File: config.mk
export PLATFORM = sky130hd
export DESIGN_NAME = alu_arbiter
export DESIGN_NICKNAME = d
export VERILOG_FILES = /design/src/rtl/alu_arbiter.sv
export SDC_FILE = /design/constraint.sdc
export NUM_CORES = 1
export LEC_CHECK = 0
export ABC_AREA = 1
export CAP_MARGIN = 20
export CORE_MARGIN = 2
export CORE_UTILIZATION = 39
export DETAILED_ROUTE_END_ITERATION = 8
export HOLD_SLACK_MARGIN = 0.02
export PLACE_DENSITY = 0.87
export SYNTH_ARGS = -nofsm -noshare
export SYNTH_HDL_FRONTEND = slang
export SYNTH_SLANG_ARGS = --single-unit
export TNS_END_PERCENT = 20
File: constraint.sdc
create_clock -name clk -period 1.5 [get_ports clk]
set_input_delay 0.3 -clock clk [delete_from_list [all_inputs] [get_ports clk]]
set_output_delay 0.3 -clock clk [all_outputs]
set_load 0.01 [all_outputs]
File: src/rtl/alu_arbiter.sv
// Two-requester round-robin front end for the shared combinational ALU.
// Optional feature macro: ALU_ARB_ILLEGAL_OP_EN (reject ops 100/110/111 without using the ALU).
module alu_arbiter #(
    parameter int DATA_W    = 32,
    parameter bit PRIO_INIT = 1'b0
) (
    input  logic              clk,
    input  logic              rst,
    input  logic [1:0]        req_valid,
    output logic [1:0]        req_ready,
    input  logic [DATA_W-1:0] req0_a,
    input  logic [DATA_W-1:0] req1_a,
    input  logic [DATA_W-1:0] req0_b,
    input  logic [DATA_W-1:0] req1_b,
    input  logic [2:0]        req0_op,
    input  logic [2:0]        req1_op,
    output logic [DATA_W-1:0] alu_a,
    output logic [DATA_W-1:0] alu_b,
    output logic [2:0]        alu_ctrl,
    input  logic [DATA_W-1:0] alu_result,
    input  logic [3:0]        alu_flags,
    output logic [1:0]        rsp_valid,
    input  logic [1:0]        rsp_ready,
    output logic [DATA_W-1:0] rsp_result,
    output logic [3:0]        rsp_flags,
    output logic              rsp_err,
    output logic [1:0]        dbg_state,
    output logic              dbg_grant,
    output logic              dbg_prio
);

    // Handshake rule on both sides: a transfer happens on a rising edge where
    // valid and ready are both high; ready never depends on itself.
    typedef enum logic [1:0] {
        S_IDLE = 2'd0,
        S_EXEC = 2'd1,
        S_RESP = 2'd2
    } state_t;

    state_t              state_q, state_d;
    logic                grant_q, grant_d;
    logic                prio_q, prio_d;
    logic [DATA_W-1:0]   alu_a_q, alu_a_d;
    logic [DATA_W-1:0]   alu_b_q, alu_b_d;
    logic [2:0]          alu_ctrl_q, alu_ctrl_d;
    logic [DATA_W-1:0]   rsp_result_q, rsp_result_d;
    logic [3:0]          rsp_flags_q, rsp_flags_d;
    logic                rsp_err_q, rsp_err_d;

    logic                winner;
    logic [DATA_W-1:0]   win_a;
    logic [DATA_W-1:0]   win_b;
    logic [2:0]          win_op;
    logic                accept;
    logic                illegal;

    // Arbitration: the priority holder wins if it asks, otherwise the other side.
    always_comb begin
        winner    = req_valid[prio_q] ? prio_q : ~prio_q;
        win_a     = winner ? req1_a  : req0_a;
        win_b     = winner ? req1_b  : req0_b;
        win_op    = winner ? req1_op : req0_op;
        accept    = (state_q == S_IDLE) && rst && req_valid[winner];
        req_ready = 2'b00;
        if (accept) begin
            req_ready[winner] = 1'b1;
        end
`ifdef ALU_ARB_ILLEGAL_OP_EN
        illegal = (win_op == 3'b100) || (win_op == 3'b110) || (win_op == 3'b111);
`else
        illegal = 1'b0;
`endif
    end

    always_comb begin
        state_d      = state_q;
        grant_d      = grant_q;
        prio_d       = prio_q;
        alu_a_d      = alu_a_q;
        alu_b_d      = alu_b_q;
        alu_ctrl_d   = alu_ctrl_q;
        rsp_result_d = rsp_result_q;
        rsp_flags_d  = rsp_flags_q;
        rsp_err_d    = rsp_err_q;
        case (state_q)
            S_IDLE: begin
                if (accept) begin
                    grant_d = winner;
                    if (illegal) begin
                        // ALU registers keep their old value so the ALU sees no activity.
                        state_d      = S_RESP;
                        rsp_result_d = '0;
                        rsp_flags_d  = 4'b1000;
                        rsp_err_d    = 1'b1;
                    end else begin
                        state_d    = S_EXEC;
                        alu_a_d    = win_a;
                        alu_b_d    = win_b;
                        alu_ctrl_d = win_op;
                    end
                end
            end
            S_EXEC: begin
                rsp_result_d = alu_result;
                rsp_flags_d  = alu_flags;
                rsp_err_d    = 1'b0;
                state_d      = S_RESP;
            end
            S_RESP: begin
                if (rsp_ready[grant_q]) begin
                    state_d = S_IDLE;
                    prio_d  = ~grant_q;
                end
            end
            default: state_d = S_IDLE;
        endcase
    end

    always_ff @(posedge clk or negedge rst) begin
        if (!rst) begin
            state_q      <= S_IDLE;
            grant_q      <= 1'b0;
            prio_q       <= PRIO_INIT;
            alu_a_q      <= '0;
            alu_b_q      <= '0;
            alu_ctrl_q   <= '0;
            rsp_result_q <= '0;
            rsp_flags_q  <= '0;
            rsp_err_q    <= 1'b0;
        end else begin
            state_q      <= state_d;
            grant_q      <= grant_d;
            prio_q       <= prio_d;
            alu_a_q      <= alu_a_d;
            alu_b_q      <= alu_b_d;
            alu_ctrl_q   <= alu_ctrl_d;
            rsp_result_q <= rsp_result_d;
            rsp_flags_q  <= rsp_flags_d;
            rsp_err_q    <= rsp_err_d;
        end
    end

    // Decoded from state so an asynchronous reset drops rsp_valid at once.
    assign rsp_valid  = (state_q == S_RESP) ? (grant_q ? 2'b10 : 2'b01) : 2'b00;
    assign alu_a      = alu_a_q;
    assign alu_b      = alu_b_q;
    assign alu_ctrl   = alu_ctrl_q;
    assign rsp_result = rsp_result_q;
    assign rsp_flags  = rsp_flags_q;
    assign rsp_err    = rsp_err_q;
    assign dbg_state  = state_q;
    assign dbg_grant  = grant_q;
    assign dbg_prio   = prio_q;

endmodule

# [Yosys cells after proc, flatten, opt, wreduce, memory -nomap -nowiden]
# Index checks and enable logic that the tools add are counted.
[word_totals] ramBits=0 memories=0 latchBits=0 elab_cells=43 output_inout_bits=112 input_bits=176 romBits=0 register_bits=107
[op_classes] n_reduce_logical=7 n_shift=0 div_mod_pow=0 muxes=18 order_cmp=4 add_sub_neg=0 n_eq_ne=4 n_mul=0 bitwise_logic=2
[ops] cell="32-bit two-way mux" count=2
[ops] cell="2-bit two-way mux" count=5
[ops] cell="1-bit two-way mux" count=8
[ops] cell="1-bit by 2-bit < comparator with 1-bit output, second input constant" count=3
[ops] cell="2-bit one-hot mux with 3 select lines" count=1
[ops] cell="2-bit AND reduction" count=3
[ops] cell="2-bit inequality test, second input constant" count=2
[ops] cell="1-bit logical AND" count=3
[ops] cell="3-bit two-way mux" count=1
[ops] cell="2-bit by 1-bit equality test with 1-bit output, second input constant" count=1
[ops] cell="2-bit equality test, second input constant" count=1
[ops] cell="2-bit zero test" count=1
[ops] cell="1-bit inverter" count=2
[ops] cell="1-bit demux with 1-bit select" count=1
[ops] cell="1-bit greater-or-equal comparator, second input constant" count=1

# [Longest topological paths before layout]
# Gate-level depths: netlist of run 1.
[logic_depth] word_depth=8 ltp_mapped=8 depth_no_buf=6

# [Worst setup path after synthesis of run 1]
# No wires, ideal clock.
[synth_path] kind="flip-flop to output port" from="reg prio_q, in the netlist dbg_prio" to="out req_ready[0]" t_required_ns=1.200 n_path_buf=2 path_slack_ns=0.068 path_stages_with_launch=6 arrival_time_ns=1.132 cell_sequence="dfrtp_1 nand2_2 buf_4 buf_2 nand2_1 nor2_1"
[synth_between] elab_chain_cells=8 word_cells_on_any_way=13 classes_between="order compare: 2; mux: 8; bitwise: 1; reduce/logical: 2"
[synth_rtl] item="from (decl)" line_no="42" text="logic prio_q, prio_d;"
[synth_rtl] item="from (signal assigned)" line_no="133" text="prio_q <= prio_d;"
[synth_rtl] item="1-bit two-way mux (not written as such) (2 in series)" line_no="59" text="winner = req_valid[prio_q] ? prio_q : ~prio_q;"
[synth_rtl] item="1-bit two-way mux (*)" line_no="59"
[synth_rtl] item="1-bit by 2-bit < comparator with 1-bit output (not written as such) or 1-bit greater-or-equal comparator (tied branches)" line_no="66" text="req_ready[winner] = 1'b1;"
[synth_rtl] item="1-bit logical AND (not written as such)" line_no="66"
[synth_rtl] item="1-bit two-way mux (not written as such)" line_no="66"
[synth_rtl] item="1-bit demux with 1-bit select" line_no="66"
[synth_rtl] item="2-bit two-way mux (*)" line_no="65" text="if (accept) begin"
[synth_rtl] item="to (decl)" line_no="10" text="output logic [1:0] req_ready,"
# Every way passes the cells marked *; elsewhere a longest branch is shown, timed or not. The select of a mux whose other input is x is not followed.

# [Final worst setup path of run 1]
[layout_path] from="reg state_q[1], in the netlist dbg_state[1]" to="out req_ready[1]"
[layout_between] elab_chain_cells=4
[layout_rtl] item="from (decl)" line_no="40" text="state_t state_q, state_d;"
[layout_rtl] item="from (signal assigned)" line_no="131" text="state_q <= state_d;"
[layout_rtl] item="2-bit zero test" line_no="63" text="accept = (state_q == S_IDLE) && rst && req_valid[winner];"
[layout_rtl] item="1-bit logical AND (2 in series)" line_no="63"
[layout_rtl] item="2-bit two-way mux" line_no="65"
# Every way passes these cells.

==> flow_results.org, run 1 <==
** Outcome
- The run finished, with violations left.
- The final reports fail on negative setup slack.

** Critical path
- Reg-to-reg slack, setup :: 0.07 ns
- The critical path in this run is classified as flip-flop to output port.
- Arrival time worst endpoint :: 1.33 ns
- Largest fanout on the critical path :: 4
- List of cells traversed by the critical path :: inv_2, nand3_2, nor2_4, nand2_4, inv_2, buf_6
- Data on the critical path is required at its endpoint by 1.20 ns.
- Endpoint class of the critical path :: output port
- In this run the critical register-to-register path is captured at alu_a[9].
- Among the stages of the critical path, the cell type that occurs most often is sky130_fd_sc_hd__inv_2.
- For this run, the slowest stage of the critical path takes 0.40 ns.
- Reg-to-Reg Start :: dbg_prio
- STA classifies the critical path startpoint as a flip-flop.
- Number of cells traversed by the worst register-to-register path :: 9
- Slowest stage cell on the critical path :: sky130_fd_sc_hd__dfrtp_1

** Pwr
- Areal power density over the cells :: 1720 nW/um^2
- Total leakage power :: 4.75 nW
- Tot Pwr :: 15.3 mW
- VDD sags by at most 1.09 mV.

** Route
- In this run, the number of DRC markers left after iteration 0 of detailed routing was 397.
- After detailed routing, the number of remaining DRC violations is 0.
- Number of nets with antenna violations after detailed routing :: 0
- The routed design has 19300 um of wire.
- Number of detailed-routing iterations run before antenna repair :: 5
- Via density per instance :: 5.05
- Routed via count :: 5994
- Average wire per standard cell :: 16.3 um

** Flow run
- Count of max-cap constraint violations :: 0

** STA
- Unrepaired setup endpoints after global routing :: true
- After layout, the worst setup slack is -0.135 ns.
- Max-Slew Margin vs Limit :: 58.9%
- Post-Route Skew :: 0.00619 ns
- Number of max-slew violations in the final report :: 0
- Setup violations remaining at the end of the flow were counted as 4.
- Number of hold-slack violations in the final timing report :: 0
- The routed design could run at a clock period as short as 1.63 ns.
- Worst-case hold slack :: 0.0448 ns
- At the pin with the least slew margin, the transition time is 0.616 ns.
- Total negative setup slack :: -0.490 ns
- After layout, the worst path uses 109% of the clock period.
- Highest clock frequency the design can meet :: 612 MHz

** Clock network
- Total clock sinks :: 107
- TritonCTS created 9 clock buffers.
- In this run the deepest clock path goes through 2 buffers.
- CTS built an H-tree with a depth of 3.
- Worst skew pair latency :: 0.35 ns
- TritonCTS built the clock tree.
- Clock edge transition at the registers on the reported setup and hold paths :: 0.07 ns
- The tree is rooted in a sky130_fd_sc_hd__clkbuf_16.

** Synthesis
- For this run, the register share of the synthesized area comes to 50.9%.
- Synthesis-stage register bit count :: 107
- The largest total area in the synthesized netlist belongs to sky130_fd_sc_hd__dfrtp_1.
- Synth area leaders :: sky130_fd_sc_hd__dfrtp_1, sky130_fd_sc_hd__nand2_1, sky130_fd_sc_hd__nand3_1
- Counting every net in the synthesized netlist gives 879.
- Summed over its instances, the top area cell type makes up 50.9% of the synthesized netlist area.
- In this run, distinct cell masters in the synthesized netlist total 17.
- Yosys printed 0 warnings.
- A synthesized cell averages 7.48 sq um.
- Area of the mapped netlist :: 5260 sq um
- The cell count after synthesis came out at 703.

** Place
- Number of placed instances with taps included :: 1159
- Number of I/O port buffers :: 286
- Detailed placement finished with a half-perimeter wire length of 13000 um.
- Routability-driven placement finished with a final weighted congestion of 0.819.

** Global route
- Summed over all layers, the global routing overflow is 0.
- The first global-routing pass estimated 28700 um of wire.
- Entering global routing, the biggest net connects 70 pins.
- Number of global-route vias before repair :: 5698
- All-Layer GR Usage :: 25.2%
- The initial antenna violation count was 0.

** Final layout
- Ant. Diodes :: 0
- After filler insertion, the fill cell instance count of the layout stands at 1063.
- For this run, the number of standard cells in the final layout without fillers is 1186.
- Area Overhead vs Synth :: 69.3%
- For this run, the share of the core covered by cells in the final layout is 67.5%.
- Leaving out fill and tap cells, the most frequent cells in the layout are sky130_fd_sc_hd__nand2_1, sky130_fd_sc_hd__clkdlybuf4s50_1, sky130_fd_sc_hd__nand3_1, sky130_fd_sc_hd__dfrtp_1, sky130_fd_sc_hd__dlygate4sd2_1.
- Fraction of layout instances using a drive strength above 1 :: 10.0%
- Total Nets Final :: 1181
- Leading cell type in the layout, fill and taps excluded :: sky130_fd_sc_hd__nand2_1

** Floorplanning
- Number of rows in the core area :: 42
- The floorplan step set the die width to 120 um.
- The core region is 13200 sq um.
- The initial utilization of the core area, before any placement, comes to 39.9%.
- Area of the die :: 14400 sq um
- Measured along the y axis, the die boundary spans 120 um.
- Total I/O pin count :: 288

** Hold path
- The tightest min-delay check is of the input pin to asynchronous set/reset pin type.
## report_power, final
part	internal (mW)	total (mW)	leakage (nW)	switching, mW
Clock	1.22	2.25	0.130	1.03
Sequential	4.25	4.98	1.33	0.732
Combinational	3.65	8.05	3.30	4.40
Total	9.12	15.3	4.75	6.16
## final cells by class
type / instances / area [sq um] / area share (%)
tap: 176 / 220 / 2.47
inverter: 9 / 33.8 / 0.380
timing repair buffer: 345 / 3370 / 37.8
clock buffer: 15 / 268 / 3.01
multi-input combinational: 533 / 2330 / 26.1
sequential: 107 / 2680 / 30.1
clock inverter: 1 / 7.51 / 0.0844
## through the flow
step / setup slack (ns) / area (sq um)
floorplan: 0.0679 / 5260
global placement: -0.554 / 8500
detailed placement: -0.617 / 8500
CTS: -0.151 / 8770
global route: -0.199 / 8900
finish: -0.135 / 8900
## sequential cells by signal, indices dropped and copies added (netlist names)
signal      count
dbg_state       2
dbg_grant       1
alu_a          32
alu_b          32
rsp_flags       4
rsp_result     32
dbg_prio        1
alu_ctrl        3
## how the worst max path moves through the flow
stage / startpoint / to
after CTS: dbg_state[1] / req_ready[0]
after global placement: req_valid[1] / req_ready[1]
after detailed placement: req_valid[1] / req_ready[1]
after global routing: dbg_state[1] / req_ready[1]
after floorplan: dbg_prio / req_ready[0]
final: dbg_state[1] / req_ready[1]
## per-layer routing
metal	global-route usage, %	part of all wire (%)
met1	30.0	39
met2	42.3	48
met3	8.27	11
met4	9.26	2.4
met5	0	0
## cell families (layout without fill, tap and decap cells)
logic type	Yosys count	count (layout)	share of synthesized area, %
buffers and inverters	63	370	6.33
other	1	1	0.0713
DFF	107	107	50.9
and+or+nand+nor	529	529	42.4
AOI/OAI and AO/OA	3	3	0.286
## synthesized netlist by cell type
cell type / count
sky130_fd_sc_hd__o21ai_0: 2
sky130_fd_sc_hd__o21ai_1: 1
sky130_fd_sc_hd__inv_1: 5
sky130_fd_sc_hd__buf_2: 26
sky130_fd_sc_hd__buf_1: 2
sky130_fd_sc_hd__nand2_1: 347
sky130_fd_sc_hd__buf_4: 11
sky130_fd_sc_hd__nand3_1: 172
sky130_fd_sc_hd__dfrtp_1: 107
sky130_fd_sc_hd__nor2_4: 1
sky130_fd_sc_hd__nand4_2: 1
sky130_fd_sc_hd__buf_6: 3
sky130_fd_sc_hd__nor2_1: 4
sky130_fd_sc_hd__conb_1: 1
sky130_fd_sc_hd__inv_2: 4
sky130_fd_sc_hd__nand2_2: 4
sky130_fd_sc_hd__clkbuf_1: 12
## timing repair
action | CTS | global route
buffers inserted | 4 | 3
cloned | 1 | 2
endpoints found under the hold margin | 6 | 0
pin swaps | 2 | 3
hold buffers | 1 | 0
gates resized for setup | 151 | 21
endpoints found under the setup margin | 180 | 109
## critical path: cells and delay by family, from the launching register on
family | cells | cell delay [ns]
flops | 1 | 0.40
buf+inv | 3 | 0.25
simple gates | 3 | 0.33
Power figures use the tool's default switching activity.
==> inputs of run 2 (changes only) <==
Settings changed: CORE_MARGIN 2 to not set, CTS_CLUSTER_SIZE set to 30.
==> run 2 against run 1 <==
  * The run still ends with negative setup slack left
  * Total power shrank 3.4%
  * Count of clock-buffer cells in the layout fell by 4
  * Sequential power is essentially flat
  * Die area is 3.3% lower
  * Worst hold slack gained 0.080 ns
  * Clock skew is 0.0041 ns higher
  * Non-clock buffer count shrank 23
  * Via count shrank 3.7%
  * Wire length fell by 9.8%
  * Utilization fell by 2.2 points
  * Critical path type unchanged
==> flow_results.org, run 2 (same netlist as run 1, synthesis figures left out) <==
** Pwr
- Switching share of total power :: 40.1%
- VDD IR max :: 1.06 mV
- In this run, the combinational gates consume 50.1% of the power.
- Areal power density over the cells :: 1710 nW/um^2
- Sequential cells account for 33.8% of the total power.
- In this run, the clock network consumes 16.1% of the power.
- Total leakage power :: 4.61 nW
- Tot Pwr :: 14.8 mW
- The internal portion of the total power is 8.84 mW.
- In this run the power spent charging and discharging nets is 5.91 mW.

** STA
- The worst path in the final design needs a cycle of 1.63 ns, including I/O delays and setup.
- Headroom to the max-slew limit came out at 59.4%.
- For the pin with the worst max-slew slack, the measured transition is 0.610 ns.
- The final number of hold-violating endpoints is 0.
- After layout, the worst setup slack is -0.130 ns.
- Setup repair after global routing could not meet its margin everywhere.
- After layout, the worst path uses 109% of the clock period.
- Final setup violation count :: 4
- Number of max-slew violations in the final report :: 0
- On the final layout, the worst hold slack is 0.125 ns.
- Post-Route Skew :: 0.0102 ns
- Timing would allow up to 614 MHz.

** Place
- In this run the tool buffered the top-level ports with 286 buffer cells.
- Final GP Congestion :: 0.767
- Detailed placement ended at an HPWL of 11900 um.
- Placement-stage worst setup slack :: -0.604 ns
- Including well taps, the total number of placed cells is 1138.
- Post-place instance area :: 8290 sq um

** Final layout
- The library cells used most frequently in the layout, excluding fill and tap cells, are sky130_fd_sc_hd__nand2_1, sky130_fd_sc_hd__clkdlybuf4s50_1, sky130_fd_sc_hd__nand3_1, sky130_fd_sc_hd__dfrtp_1, sky130_fd_sc_hd__dlygate4sd2_1.
- Area Overhead vs Synth :: 63.9%
- 0 antenna diodes ended up in the layout.
- The post-route netlist has 8.00% of its cells at a drive strength greater than 1.
- Total Nets Final :: 1158
- Final design area excluding fillers :: 8610 sq um
- The library cell used most frequently in the layout, excluding fill and tap cells, is sky130_fd_sc_hd__nand2_1.
- Fillers :: 1107
- The finished layout holds 1163 standard cells, fillers aside.

** Clock network
- CTS saw 107 sinks.
- Cell at the root of the clock tree :: sky130_fd_sc_hd__clkbuf_16
- Clock latency on the worst-skew pair, taken at its later pin, is 0.35 ns.
- Clock tree from TritonCTS :: built
- CTS built an H-tree with a depth of 3.
- Clock buffer depth :: 2
- After clock tree synthesis, the clock-pin slew on the worst setup and hold paths is 0.07 ns.
- The number of clock buffers added by TritonCTS is 9.

** Floorplanning
- Number of rows in the core area :: 42
- Total I/O pin count :: 288
- In this run the standard cell core region covers 13200 sq um.
- Horiz. Die Dim :: 118 um
- Chip height :: 118 um
- The die covers 13900 sq um.
- Initial core utilization :: 39.9%

** Route
- Wire segments on met3 add up to 1650 um in the final route.
- Wire length reported by the detailed router :: 17400 um
- In the routed design, unresolved DRC markers number 0.
- After detailed routing, the wire length on met1 is 6980 um.
- Wire segments on met2 add up to 8240 um in the final route.
- The count of nets left with antenna violations once routing finished came out at 0.
- Number of detailed-routing iterations run before antenna repair :: 4
- Average wire per standard cell :: 15.0 um
- Top layer used by detailed routing :: met4
- In this run, the number of DRC markers left after iteration 0 of detailed routing was 345.
- Routed via count :: 5772
- In the routed layout, each cell is associated on average with a via count of 4.96.

** Critical path
- The critical path runs through a total of 6 cells.
- Sort of element at the start of the critical path :: flip-flop
- Number of cells traversed by the worst register-to-register path :: 6
- List of cells traversed by the critical path :: inv_2, nand3_2, nor2_4, nand2_2, inv_2, buf_6
- Data on the critical path is required at its endpoint by 1.20 ns.
- The slowest stage of the critical path is the sky130_fd_sc_hd__dfrtp_2 cell.
- In this design, the stage delay of the slowest critical-path cell is 0.43 ns.
- Along the worst path, the maximum fanout reaches 3.
- STA classifies the critical path endpoint as an output port.
- The critical path contains buffers and inverters numbering 3 combined.
- On the critical path the largest part of the delay comes from flip-flops.
- The worst setup path is of the flip-flop to output port kind.
- Arrival time worst endpoint :: 1.33 ns
- The cell that appears most often on the critical path is sky130_fd_sc_hd__inv_2.

** Global route
- The initial antenna violation count came to 0.
- Number of global-route vias before repair :: 5633
- Global-route congestion overflow total :: 0
- Maximum number of pins on one net before global-route repair :: 70
- Wire length of the first global-routing pass :: 28200 um
- All-Layer GR Usage :: 25.6%

** Flow run
- The tool flagged a number of max-cap violations equal to 0.

** Hold path
- Hold Crit Class :: input pin to asynchronous set/reset pin

** Outcome
- The flow ran to the end, but the final reports show violations.
- The checks that failed: negative setup slack.
run 2: power groups by stage:
stage	Clock [mW]	Combinational, mW	Sequential, mW
2_1_floorplan	0	3.15	5.64
3_3_place_gp	0	7.96	5.02
3_5_place_dp	0	8.10	5.05
4_1_cts	2.43	7.33	4.99
5_1_grt	2.56	8.20	5.15
6_report	2.38	7.40	4.98
run 2: path summary, 6_finish.rpt:
path	from	endpoint	slack (ns)
min reg2reg	rsp_result[30]	rsp_result[30]	0.47
min	rst	alu_b[8]	0.13
max in group asynchronous	rst	dbg_state[0]	0.58
min in group clk	rst	dbg_grant	0.42
max	dbg_state[0]	req_ready[1]	-0.13
max reg2reg	dbg_state[1]	rsp_result[12]	0.02
run 2: repair_timing:
item,4_1_cts,5_1_grt
gates cloned,1,0
endpoints found under the setup margin,210,108
pin swaps,2,4
gates resized for setup,139,19
buffers inserted,3,4
hold endpoints to repair,1,0
hold buffers,1,0
run 2: layer usage:
| layer | GRT usage (%) | vias to the layer above |
|---|---|---|
| li1 | - | 2793 |
| met1 | 30.0 | 2686 |
| met2 | 42.7 | 260 |
| met3 | 7.80 | 33 |
| met5 | 0 | - |
| met4 | 11.7 | 0 |
run 2: final cells by class:
cell class | count | area (sq um) | share of cell area [%]
timing repair buffer | 322 | 3100 | 36.0
sequential | 107 | 2680 | 31.1
multi-input combinational | 533 | 2290 | 26.6
clock buffer | 11 | 243 | 2.82
tap | 176 | 220 | 2.56
clock inverter | 5 | 52.6 | 0.610
inverter | 9 | 33.8 | 0.392
run 2: through the flow:
| step | util [%] | setup TNS (ns) |
|---|---|---|
| floorplan | - | 0 |
| global placement | 62.8 | -35.31 |
| detailed placement | 62.8 | -37.49 |
| CTS | 64.8 | -0.694 |
| global route | 65.3 | -3.99 |
| finish | 65.3 | -0.322 |
